## src/rtl/sev_seg_mux.sv

```systemverilog
// Time-multiplexed common-anode hex display driver with guard time, PWM dimming,
// leading-zero blanking and frame-synchronous capture of the display data.
module sev_seg_mux #(
  parameter int NUM_DIGITS  = 8,
  parameter int REFRESH_DIV = 100000,
  parameter int GUARD       = 16
) (
  input  logic                    clk,
  input  logic                    rst,
  input  logic [4*NUM_DIGITS-1:0] din,
  input  logic [NUM_DIGITS-1:0]   dp_in,
  input  logic [NUM_DIGITS-1:0]   dig_en,
  input  logic                    lz_blank,
  input  logic [3:0]              bright,
  output logic [6:0]              sev_out,
  output logic                    dp_out,
  output logic [NUM_DIGITS-1:0]   an_out,
  output logic                    frame_tick
);

  localparam int CNT_W = (REFRESH_DIV > 1) ? $clog2(REFRESH_DIV) : 1;
  localparam int IDX_W = (NUM_DIGITS > 1) ? $clog2(NUM_DIGITS) : 1;
  localparam logic [CNT_W-1:0] CNT_MAX = CNT_W'(REFRESH_DIV - 1);
  localparam logic [IDX_W-1:0] IDX_MAX = IDX_W'(NUM_DIGITS - 1);
  localparam logic [CNT_W-1:0] GUARD_C = CNT_W'(GUARD);

  logic [CNT_W-1:0]        cnt;
  logic [IDX_W-1:0]        idx;
  logic [3:0]              pwm;
  logic [4*NUM_DIGITS-1:0] sh_din;
  logic [NUM_DIGITS-1:0]   sh_dp;
  logic [NUM_DIGITS-1:0]   sh_en;

  logic [NUM_DIGITS-1:0]   sup;
  logic                    zero_run;
  logic                    past_guard;
  logic                    lit;
  logic [3:0]              nib;

  function automatic logic [6:0] decode(input logic [3:0] n);
    logic [6:0] s;
    case (n)
      4'h0: s = 7'b0000001;
      4'h1: s = 7'b1001111;
      4'h2: s = 7'b0010010;
      4'h3: s = 7'b0000110;
      4'h4: s = 7'b1001100;
      4'h5: s = 7'b0100100;
      4'h6: s = 7'b0100000;
      4'h7: s = 7'b0001111;
      4'h8: s = 7'b0000000;
      4'h9: s = 7'b0000100;
      4'hA: s = 7'b0001000;
      4'hB: s = 7'b1100000;
      4'hC: s = 7'b0110001;
      4'hD: s = 7'b1000010;
      4'hE: s = 7'b0110000;
      default: s = 7'b0111000;
    endcase
    return s;
  endfunction

  // A digit is blank when it and every more significant digit are zero; digit 0 always shows.
  always_comb begin
    zero_run = 1'b1;
    sup      = '0;
    for (int i = NUM_DIGITS - 1; i >= 1; i--) begin
      zero_run = zero_run && (sh_din[4*i +: 4] == 4'h0);
      sup[i]   = lz_blank && zero_run;
    end
  end

  generate
    if (GUARD == 0) begin : g_no_guard
      assign past_guard = 1'b1;
    end else begin : g_guard
      assign past_guard = (cnt >= GUARD_C);
    end
  endgenerate

  assign nib = sh_din[4*idx +: 4];
  assign lit = past_guard && sh_en[idx] && !sup[idx] && (pwm <= bright);

  always_ff @(posedge clk) begin
    if (rst) begin
      cnt        <= '0;
      idx        <= '0;
      pwm        <= '0;
      sh_din     <= din;
      sh_dp      <= dp_in;
      sh_en      <= dig_en;
      an_out     <= '1;
      sev_out    <= 7'h7F;
      dp_out     <= 1'b1;
      frame_tick <= 1'b0;
    end else begin
      pwm        <= pwm + 4'd1;
      frame_tick <= 1'b0;
      if (cnt == CNT_MAX) begin
        cnt <= '0;
        if (idx == IDX_MAX) begin
          // Frame end: new data becomes visible together with the tick.
          idx        <= '0;
          sh_din     <= din;
          sh_dp      <= dp_in;
          sh_en      <= dig_en;
          frame_tick <= 1'b1;
        end else begin
          idx <= idx + 1'b1;
        end
      end else begin
        cnt <= cnt + 1'b1;
      end

      if (lit) begin
        an_out  <= ~(NUM_DIGITS'(1) << idx);
        sev_out <= decode(nib);
        dp_out  <= ~sh_dp[idx];
      end else begin
        an_out  <= '1;
        sev_out <= 7'h7F;
        dp_out  <= 1'b1;
      end
    end
  end

endmodule

```

## config.mk

```make
export PLATFORM = sky130hd
export DESIGN_NAME = sev_seg_mux
export DESIGN_NICKNAME = d
export VERILOG_FILES = /design/src/rtl/sev_seg_mux.sv
export SDC_FILE = /design/constraint.sdc
export NUM_CORES = 1
export LEC_CHECK = 0
export CORE_MARGIN = 2
export CORE_UTILIZATION = 46
export DETAILED_ROUTE_END_ITERATION = 7
export PLACE_DENSITY = 0.72
export SETUP_SLACK_MARGIN = 0.1
export SLEW_MARGIN = 20
export SYNTH_ARGS = -nofsm -noshare
export SYNTH_HDL_FRONTEND = slang
export SYNTH_SLANG_ARGS = --single-unit
```

## constraint.sdc

```tcl
create_clock -name clk -period 6.3 [get_ports clk]
set_input_delay 1.26 -clock clk [delete_from_list [all_inputs] [get_ports clk]]
set_output_delay 1.26 -clock clk [all_outputs]
set_load 0.05 [all_outputs]
```

==> results of run 1 <==
[kinds of logic (layout without fill, tap and decap cells)]
| kind of cell | after synthesis | count (layout) |
|---|---|---|
| AO/OA/AOI/OAI | 22 | 22 |
| XOR/XNOR | 17 | 17 |
| adder cells (fa/ha/maj) | 19 | 19 |
| buffers and inverters | 27 | 102 |
| flip-flops | 89 | 89 |
| multiplexers | 23 | 23 |
| AND/OR/NAND/NOR | 106 | 106 |
[final timing paths]
check	endpoint	slack (ps)	start
worst max-delay path	sev_out[4]	2980	bright[1]
worst min register to register	pwm[0]	470	pwm[0]
worst min-delay path	pwm[0]	470	pwm[0]
worst max register to register	sev_out[3]	3230	idx[1]
[registers in the layout, indices dropped and copies added (netlist names)]
name and cells:
sh_din 32, cnt 17, an_out 8, sh_dp 8, sh_en 8, sev_out 7
pwm 4, idx 3, dp_out 1, frame_tick 1
[metal layers]
| metal | global-route usage (%) | share of wire (%) |
|---|---|---|
| met1 | 23.30 | 47 |
| met2 | 26.06 | 46 |
| met3 | 4.469 | 5.7 |
| met4 | 7.609 | 1.7 |
| met5 | 0 | 0 |
[cells in the mapped netlist, drive strengths merged]
master and number:
inv 14, o21ai 5, nor2b 4, a22oi 2, o311ai 1, buf 10
and2b 1, mux4 11, mux2 2, a2bb2oi 1, xnor2 7, nand2b 2
or2 1, nor4 10, a31oi 1, xor2 10, or4 2, clkinv 1
clkbuf 2, mux2i 10, and4 1, nand3 17, and3 1, and2 1
a22o 1, nor3 4, or3 1, ha 19, nand4 6, edfxtp 48
nand2 27, dfxtp 41, a21oi 7, nor2 28, a311oi 1, o211ai 3
[power breakdown]
part / internal, mW / switching (mW) / total [mW]
clock: 0.184 / 0.202 / 0.386
combinational: 0.0471 / 0.0302 / 0.0773
sequential: 0.634 / 0.0109 / 0.645
[cells in the final DEF (no fill, tap or decap), types with 11 or more instances in the layout]
cell type / count
ha_1: 19
mux4_2: 11
edfxtp_1: 48
inv_1: 14
dfxtp_1: 41
nand2_1: 27
clkdlybuf4s50_1: 71
nor2_1: 28
nand3_1: 17
[worst register-to-register path: stages (launching register included)]
cell and delay [ps]:
dfxtp_1 850, mux4_2 600, mux2i_1 540, inv_1 160
ha_1 300, mux2_2 280, mux2i_1 130, nand2_1 70
[cell type report]
cell class,count,area share [%]
repair buffers,71,14.87
well taps,105,2.748
multi-input cells,187,29.81
clock buffers,10,2.669
inverters,15,1.178
flip-flops and latches,89,47.32
clock inverters,6,1.413
[stage by stage]
| stage | total power, mW | setup slack [ps] | area, um^2 | std cells | util [%] |
|---|---|---|---|---|---|
| CTS | 1.121 | 2974 | 4776 | 483 | 58.71 |
| floorplan | 0.6901 | 3121 | 3804 | 303 | - |
| finish | 1.108 | 2977 | 4781 | 483 | 58.78 |
| detailed placement | 0.7362 | 2582 | 4581 | 467 | 56.31 |
| global placement | 0.7325 | 2704 | 4581 | 467 | 56.31 |
| global route | 1.153 | 2738 | 4781 | 483 | 58.78 |
==> results.json, run 1 <==
{
  "numPortBuffers": 71,
  "synth_area_leaders": "edfxtp_1 (38%), dfxtp_1 (22%), mux4_2 (6.5%)",
  "path_depth": 8,
  "min_path_type": "reg -> reg",
  "cts_resized": 0,
  "avgSynthCellArea_um2": 12.55,
  "final.setup.tns_ps": 0,
  "criticalPathCategory": "in -> reg",
  "crit_path_max_incr_delay_ps": 760,
  "start_util_pct": 46.76,
  "clock_skew_ps": 9.104,
  "ys_seq_elements": 89,
  "synth_area_leader_cell": "edfxtp_1",
  "slew_violations": 0,
  "htree_levels": 3,
  "syn_nets": 377,
  "p_per_area_nw_per_um2": 231.8,
  "rsz0062_at_grt": "no",
  "die_y_um": 94.93,
  "clock_latency_ps": 360,
  "path_clk_slew_ps": 90,
  "p_leak_nw": 1.720,
  "grt_util_all_layers_pct": 17.18,
  "drt-pass1-iter-count": 4,
  "clock_sink_count": 89,
  "std_cell_rows": 33,
  "ff_latch_area_um2": 2262,
  "synth_compound_area_share_pct": 3.914,
  "fin_crit_ps": 3323,
  "critPathTopFamily": "compound AO/OA/AOI/OAI gates",
  "ys_warn_count": 0,
  "synth_cell_types": 41,
  "die_w_um": 94.93,
  "setup_viol": 0,
  "globalplace.congestion": 0.8426,
  "boundaryPins": 72,
  "grt_pass1_wl_um": 11560,
  "antenna_cells": 0,
  "crit_slowest_cell": "a311oi_2",
  "fmaxAchievable_mhz": 300.9,
  "coreArea_um2": 8134,
  "drc": 0,
  "fin_hold_ws_ps": 473.5,
  "status": "complete, no violations",
  "multi_input_area_um2": 1425,
  "routed-via-count": 2513,
  "final_nets": 447,
  "synthAdderAreaFrac_pct": 6.250,
  "dieArea_um2": 9012,
  "antenna_found_initial": 0,
  "synth_top_family_by_area": "simple AND/OR/NAND/NOR gates",
  "cp_data_arrival_time_ps": 3500,
  "synth_xor_area_share_pct": 3.914,
  "crit_fanout": 16,
  "critPathBufInv": 2,
  "worstMarginPinSlew_ps": 929.3,
  "hold_buffers": 0,
  "root_buffer": "clkbuf_8",
  "reg2reg_depth": 7,
  "cp_cell_sequence": "clkdlybuf4s50_1 > inv_1 > ha_1 > nor2b_1 > o211ai_1 > a21oi_1 > a311oi_2 > o311ai_0",
  "critPathCaptureType": "flip-flop",
  "finalCritPeriodShare_pct": 52.75,
  "yosysTopAreaCellShare_pct": 37.89,
  "wirelength_um": 7151,
  "cts_buffers": 9,
  "muxShareOfSynthArea_pct": 9.737,
  "syn_inst": 303,
  "seq_area_frac_synth_pct": 59.47,
  "dr.first_iter.drc_count": 130,
  "area_growth_pct": 25.69,
  "synth_simple_gate_area_share_pct": 13.45,
  "dpl.hpwl_um": 5256,
  "grt_overflow_total": 0,
  "ant_nets": 0,
  "cts_tree": "yes",
  "hold_viol_final": 0,
  "wire_per_inst_um": 14.81,
  "cts_buffer_depth": 2,
  "cp.required_ps": 6480,
  "peakVddDrop_mv": 0.1456,
  "slew_headroom_pct": 36.28,
  "worstSetupStartpointType": "primary input",
  "min_path_cells": 1,
  "via_per_inst": 5.203,
  "n_fill_cell": 656,
  "layout-drive-gt1-share_pct": 8.730,
  "postCtsSetupBuffers": 0,
  "grt_pass1_vias": 2406,
  "synth.cell_area_um2": 3804,
  "grt_start_max_net_pins": 49,
  "cap_violations": 0
}
No activity file was read; power rests on OpenSTA's default activity.
==> run 2: changes to the inputs <==
--- a/config.mk
+++ b/config.mk
@@ -8,7 +8,7 @@
 export CORE_MARGIN = 2
 export CORE_UTILIZATION = 46
 export DETAILED_ROUTE_END_ITERATION = 7
-export PLACE_DENSITY = 0.72
+export PLACE_DENSITY = 0.75
 export SETUP_SLACK_MARGIN = 0.1
 export SLEW_MARGIN = 20
 export SYNTH_ARGS = -nofsm -noshare
==> constraint.sdc (replaced) <==
create_clock -name clk -period 2.97 [get_ports clk]
set_input_delay 0.594 -clock clk [delete_from_list [all_inputs] [get_ports clk]]
set_output_delay 0.594 -clock clk [all_outputs]
set_load 0.05 [all_outputs]
==> run 2 against run 1 <==
Against the previous run:
- flip-flop and latch count unchanged
- non-clock buffer count up 9
- setup slack got worse by 2400 ps
- die area is the same
- core utilization rose by 1.3 points
- clock-buffer cell count down 1
- via count unchanged
- combinational power grew 120%
- clock power grew 140%
- worst hold slack improved by 7.4 ps
==> results.json, run 2 (same netlist as run 1, synthesis figures left out) <==
{
  "setup_viol": 0,
  "cp.required_ps": 3220,
  "via_per_inst": 5.108,
  "fin_crit_ps": 2423,
  "comb_power_share_pct": 6.9,
  "peakVddDrop_mv": 0.3275,
  "globalplace.congestion": 0.8435,
  "grt_overflow_total": 0,
  "layout-drive-gt1-share_pct": 11.11,
  "criticalPathCategory": "reg -> reg",
  "grt_pass1_vias": 2569,
  "crit_slowest_cell": "dfxtp_1",
  "cap_violations": 0,
  "wirelength_um": 7276,
  "instances_no_fill": 492,
  "area_growth_pct": 28.45,
  "final.setup.tns_ps": 0,
  "dr.first_iter.drc_count": 123,
  "numPortBuffers": 71,
  "internal_power_mw": 1.930,
  "cp-startpoint": "idx[0]",
  "slew_violations": 0,
  "final_cell_mix": "clkdlybuf4s50_1 (71), edfxtp_1 (48), dfxtp_1 (41)",
  "htree_levels": 3,
  "final_util_pct": 60.07,
  "drc": 0,
  "critPathBufInv": 2,
  "boundaryPins": 72,
  "rsz0062_at_grt": "no",
  "reg2reg_depth": 7,
  "clock_sink_count": 89,
  "cp_common_cell": "inv_1",
  "antenna_cells": 0,
  "grt_start_max_net_pins": 49,
  "cp_data_arrival_time_ps": 2670,
  "seq_power_share_pct": 55.7,
  "cp_cell_sequence": "inv_1 > mux2i_1 > inv_1 > ha_1 > mux2_2 > a22oi_1 > nand2_1",
  "drt-pass1-iter-count": 4,
  "grt_util_all_layers_pct": 17.51,
  "worstMarginPinSlew_ps": 668.4,
  "dpl.hpwl_um": 5524,
  "postCtsSetupBuffers": 0,
  "crit_fanout": 15,
  "clock_skew_ps": 10.67,
  "cts_resized": 0,
  "largest_reg_flops": 32,
  "std_cell_rows": 33,
  "crit_path_max_incr_delay_ps": 760,
  "slew_headroom_pct": 55.03,
  "min_from": "pwm[0]",
  "final_nets": 456,
  "path_depth": 7,
  "switching_share_pct": 21.41,
  "wire_per_inst_um": 14.79,
  "worst_slack_ps": 547.0,
  "ant_nets": 0,
  "power.share.clock_pct": 37.3,
  "final_area_um2": 4886,
  "routed-via-count": 2513,
  "critPathTopFamily": "flip-flops",
  "clock_latency_ps": 350,
  "mostFrequentLayoutCell": "clkdlybuf4s50_1",
  "p_per_area_nw_per_um2": 502.7,
  "regMostFlops": "sh_din",
  "start_util_pct": 46.76,
  "dpl_cell_area_um2": 4661,
  "cts_buffer_depth": 2,
  "dieArea_um2": 9012,
  "hold_buffers": 0,
  "min_path_type": "reg -> reg",
  "coreArea_um2": 8134,
  "p_leak_nw": 1.780,
  "die_w_um": 94.93,
  "power.switching_uw": 525.8,
  "status": "complete, no violations",
  "worstSetupStartpointType": "flip-flop",
  "critPathCaptureType": "flip-flop",
  "min_path_cells": 1,
  "cts_buffers": 9,
  "path_clk_slew_ps": 90,
  "hold_viol_final": 0,
  "r2r-start": "idx[0]",
  "fmaxAchievable_mhz": 412.7,
  "cts_tree": "yes",
  "reg.largest.list": "sh_din: 32 flops, cnt: 17 flops",
  "place_ws_ps": 452.4,
  "antenna_found_initial": 0,
  "grt_pass1_wl_um": 11880,
  "die_y_um": 94.93,
  "root_buffer": "clkbuf_8",
  "post-place-cells": 476,
  "finalCritPeriodShare_pct": 81.58
}
run 2: final cells by class:
type                            count  area (um^2)
Tap cell                          105        131.4
Clock inverter                      7        101.3
Inverter                           15        56.30
Sequential cell                    89         2262
Multi-Input combinational cell    187         1420
Clock buffer                        9        123.9
Fill cell                         647         3248
Timing Repair Buffer               80        790.8
run 2: through the flow:
stage          hold slack [ps]  power [mW]
2_1_floorplan            429.7       1.464
5_1_grt                  511.7       2.546
4_1_cts                  489.2       2.480
6_report                 480.9       2.456
3_5_place_dp             467.9       1.570
3_3_place_gp             446.3       1.561
run 2: layer usage:
layer | up-vias | GRT usage [%] | routed length [um]
li1 | 1249 | - | -
met1 | 1167 | 22.90 | 3281
met4 | 0 | 9.662 | 184
met5 | - | 0 | 0
met3 | 16 | 3.192 | 386
met2 | 81 | 27.60 | 3424
run 2: power groups by stage:
stage | clock, mW | combinational (mW) | sequential (mW)
floorplan | 0 | 0.0761 | 1.39
global placement | 0 | 0.166 | 1.39
detailed placement | 0 | 0.173 | 1.40
CTS | 0.938 | 0.173 | 1.37
global route | 0.985 | 0.188 | 1.37
finish | 0.917 | 0.171 | 1.37
run 2: worst reg2reg max path: cells and delay by family (launching register included):
family	cells	cell delay [ps]
DFF	1	760
muxes	2	660
buffers and inverters	2	460
adders and majority gates	1	230
AOI/OAI and AO/OA	1	140
and+or+nand+nor	1	70
run 2: worst paths after layout:
check,endpoint,slack [ps]
hold / removal,pwm[0],480
setup reg to reg,sev_out[0],550
setup / recovery,sev_out[0],550
hold reg to reg,pwm[0],480
==> run 3: changes to the inputs <==
--- a/config.mk
+++ b/config.mk
@@ -8,7 +8,7 @@
 export CORE_MARGIN = 2
 export CORE_UTILIZATION = 46
 export DETAILED_ROUTE_END_ITERATION = 7
-export PLACE_DENSITY = 0.75
+export PLACE_DENSITY = 0.72
 export SETUP_SLACK_MARGIN = 0.1
 export SLEW_MARGIN = 20
 export SYNTH_ARGS = -nofsm -noshare
==> constraint.sdc (replaced) <==
create_clock -name clk -period 2.35 [get_ports clk]
set_input_delay 0.47 -clock clk [delete_from_list [all_inputs] [get_ports clk]]
set_output_delay 0.47 -clock clk [all_outputs]
set_load 0.05 [all_outputs]
==> run 3 against run 2 <==
Against the previous run:
- design area is 0.38% higher
- sequential share of layout area hardly changed
- core utilization is 0.23 points higher
- first-iteration DRC count is 11% lower
- non-clock buffer count is 6 higher
- sequential power is 26% higher
- flip-flop and latch count stayed put
- critical endpoint is now idx[0]
- largest cell class unchanged
==> results.json, run 3 (same netlist as run 1, synthesis figures left out) <==
{
  "rsz0062_at_grt": "no",
  "min_path_cells": 1,
  "coreArea_um2": 8134,
  "final_nets": 462,
  "clock_latency_ps": 360,
  "clock_sink_count": 89,
  "fin_hold_ws_ps": 469.7,
  "p_leak_nw": 1.780,
  "die_w_um": 94.93,
  "setup_viol": 0,
  "path_clk_slew_ps": 80,
  "drt-pass1-iter-count": 5,
  "slew_violations": 0,
  "numPortBuffers": 71,
  "worstMarginPinSlew_ps": 518.1,
  "worst_slack_ps": 299.5,
  "postCtsSetupBuffers": 0,
  "ant_nets": 0,
  "final_cell_mix": "clkdlybuf4s50_1 (71), edfxtp_1 (48), dfxtp_1 (38)",
  "antenna_cells": 0,
  "cts_tree": "yes",
  "grt_util_all_layers_pct": 17.09,
  "hold_buffers": 0,
  "crit_path_max_incr_delay_ps": 640,
  "cp_cell_sequence": "nor4_2 > nand2_1 > or4_1 > or3_1 > a21oi_2",
  "worstSetupStartpointType": "flip-flop",
  "grt_pass1_vias": 2487,
  "die_y_um": 94.93,
  "peakVddDrop_mv": 0.3384,
  "multi_input_area_um2": 1433,
  "crit_fanout": 6,
  "slew_headroom_pct": 65.35,
  "layout-drive-gt1-share_pct": 13.74,
  "post-place-cells": 482,
  "cp_data_arrival_time_ps": 2330,
  "cts_buffers": 9,
  "regMostFlops": "sh_din",
  "status": "complete, no violations",
  "clock_skew_ps": 13.45,
  "n_fill_cell": 633,
  "hold_viol_final": 0,
  "boundaryPins": 72,
  "antenna_found_initial": 0,
  "via_per_inst": 5.084,
  "cp.required_ps": 2630,
  "drc": 0,
  "reg.largest.list": "sh_din: 32 flops, cnt: 17 flops",
  "fin_crit_ps": 2051,
  "finalCritPeriodShare_pct": 87.26,
  "fmaxAchievable_mhz": 487.7,
  "start_util_pct": 46.76,
  "root_buffer": "clkbuf_8",
  "p_per_area_nw_per_um2": 589.6,
  "critPathCaptureType": "flip-flop",
  "dr.first_iter.drc_count": 109,
  "globalplace.congestion": 0.8653,
  "dpl.hpwl_um": 5568,
  "grt_pass1_wl_um": 11660,
  "dieArea_um2": 9012,
  "grt_start_max_net_pins": 49,
  "criticalPathCategory": "reg -> reg",
  "reg2reg_depth": 5,
  "mostFrequentLayoutCell": "clkdlybuf4s50_1",
  "area_growth_pct": 28.95,
  "final_util_pct": 60.30,
  "largest_reg_flops": 32,
  "wirelength_um": 7316,
  "cap_violations": 0,
  "min_path_type": "reg -> reg",
  "routed-via-count": 2532,
  "cts_buffer_depth": 2,
  "htree_levels": 3,
  "instances_no_fill": 498,
  "ff_latch_area_um2": 2268,
  "place_ws_ps": -36.15,
  "crit_slowest_cell": "or4_1",
  "wire_per_inst_um": 14.69,
  "grt_overflow_total": 0,
  "cts_resized": 0,
  "final.setup.tns_ps": 0,
  "std_cell_rows": 33
}
run 3: cell count changes in the layout (fill, tap and decap cells not counted), sizes merged:
cell | before | now
inv | 16 | 15
bufinv | 2 | 0
clkinvlp | 2 | 4
buf | 9 | 15
clkinv | 2 | 3
run 3: power breakdown:
part           internal [mW]  leakage, nW  switching (mW)
Sequential              1.70        0.804          0.0289
Combinational          0.137        0.898          0.0830
Clock                  0.390       0.0781           0.555
run 3: worst max-delay path, delay by kind of cell, from the launching register on:
| kind | cells | cell delay [ps] |
|---|---|---|
| flops | 1 | 370 |
| compound gates | 1 | 150 |
| simple gates | 4 | 1460 |
run 3: cell type report:
| class | count | area share [%] |
|---|---|---|
| flip-flops and latches | 89 | 46.25 |
| inverters | 15 | 1.148 |
| multi-input cells | 187 | 29.21 |
| well taps | 105 | 2.679 |
| repair buffers | 86 | 17.04 |
| clock buffers | 9 | 2.526 |
| clock inverters | 7 | 1.148 |
run 3: layer usage:
layer  global-route usage [%]  share of wire [%]
met1                    22.96                 46
met2                    26.83                 48
met4                    6.522                1.3
met3                    4.230                4.8
met5                        0                  0
run 3: path summary, 6_finish.rpt:
kind,start,endpoint,slack [ps]
setup / recovery,cnt[11],idx[0],300
hold / removal,pwm[0],pwm[0],470
setup reg to reg,cnt[11],idx[0],300
hold reg to reg,pwm[0],pwm[0],470
run 3: metrics by stage:
step	power, mW	area, um^2
2_1_floorplan	1.851	3832
3_3_place_gp	1.977	4718
3_5_place_dp	1.987	4718
4_1_cts	2.920	4898
5_1_grt	3.014	4905
6_report	2.892	4905
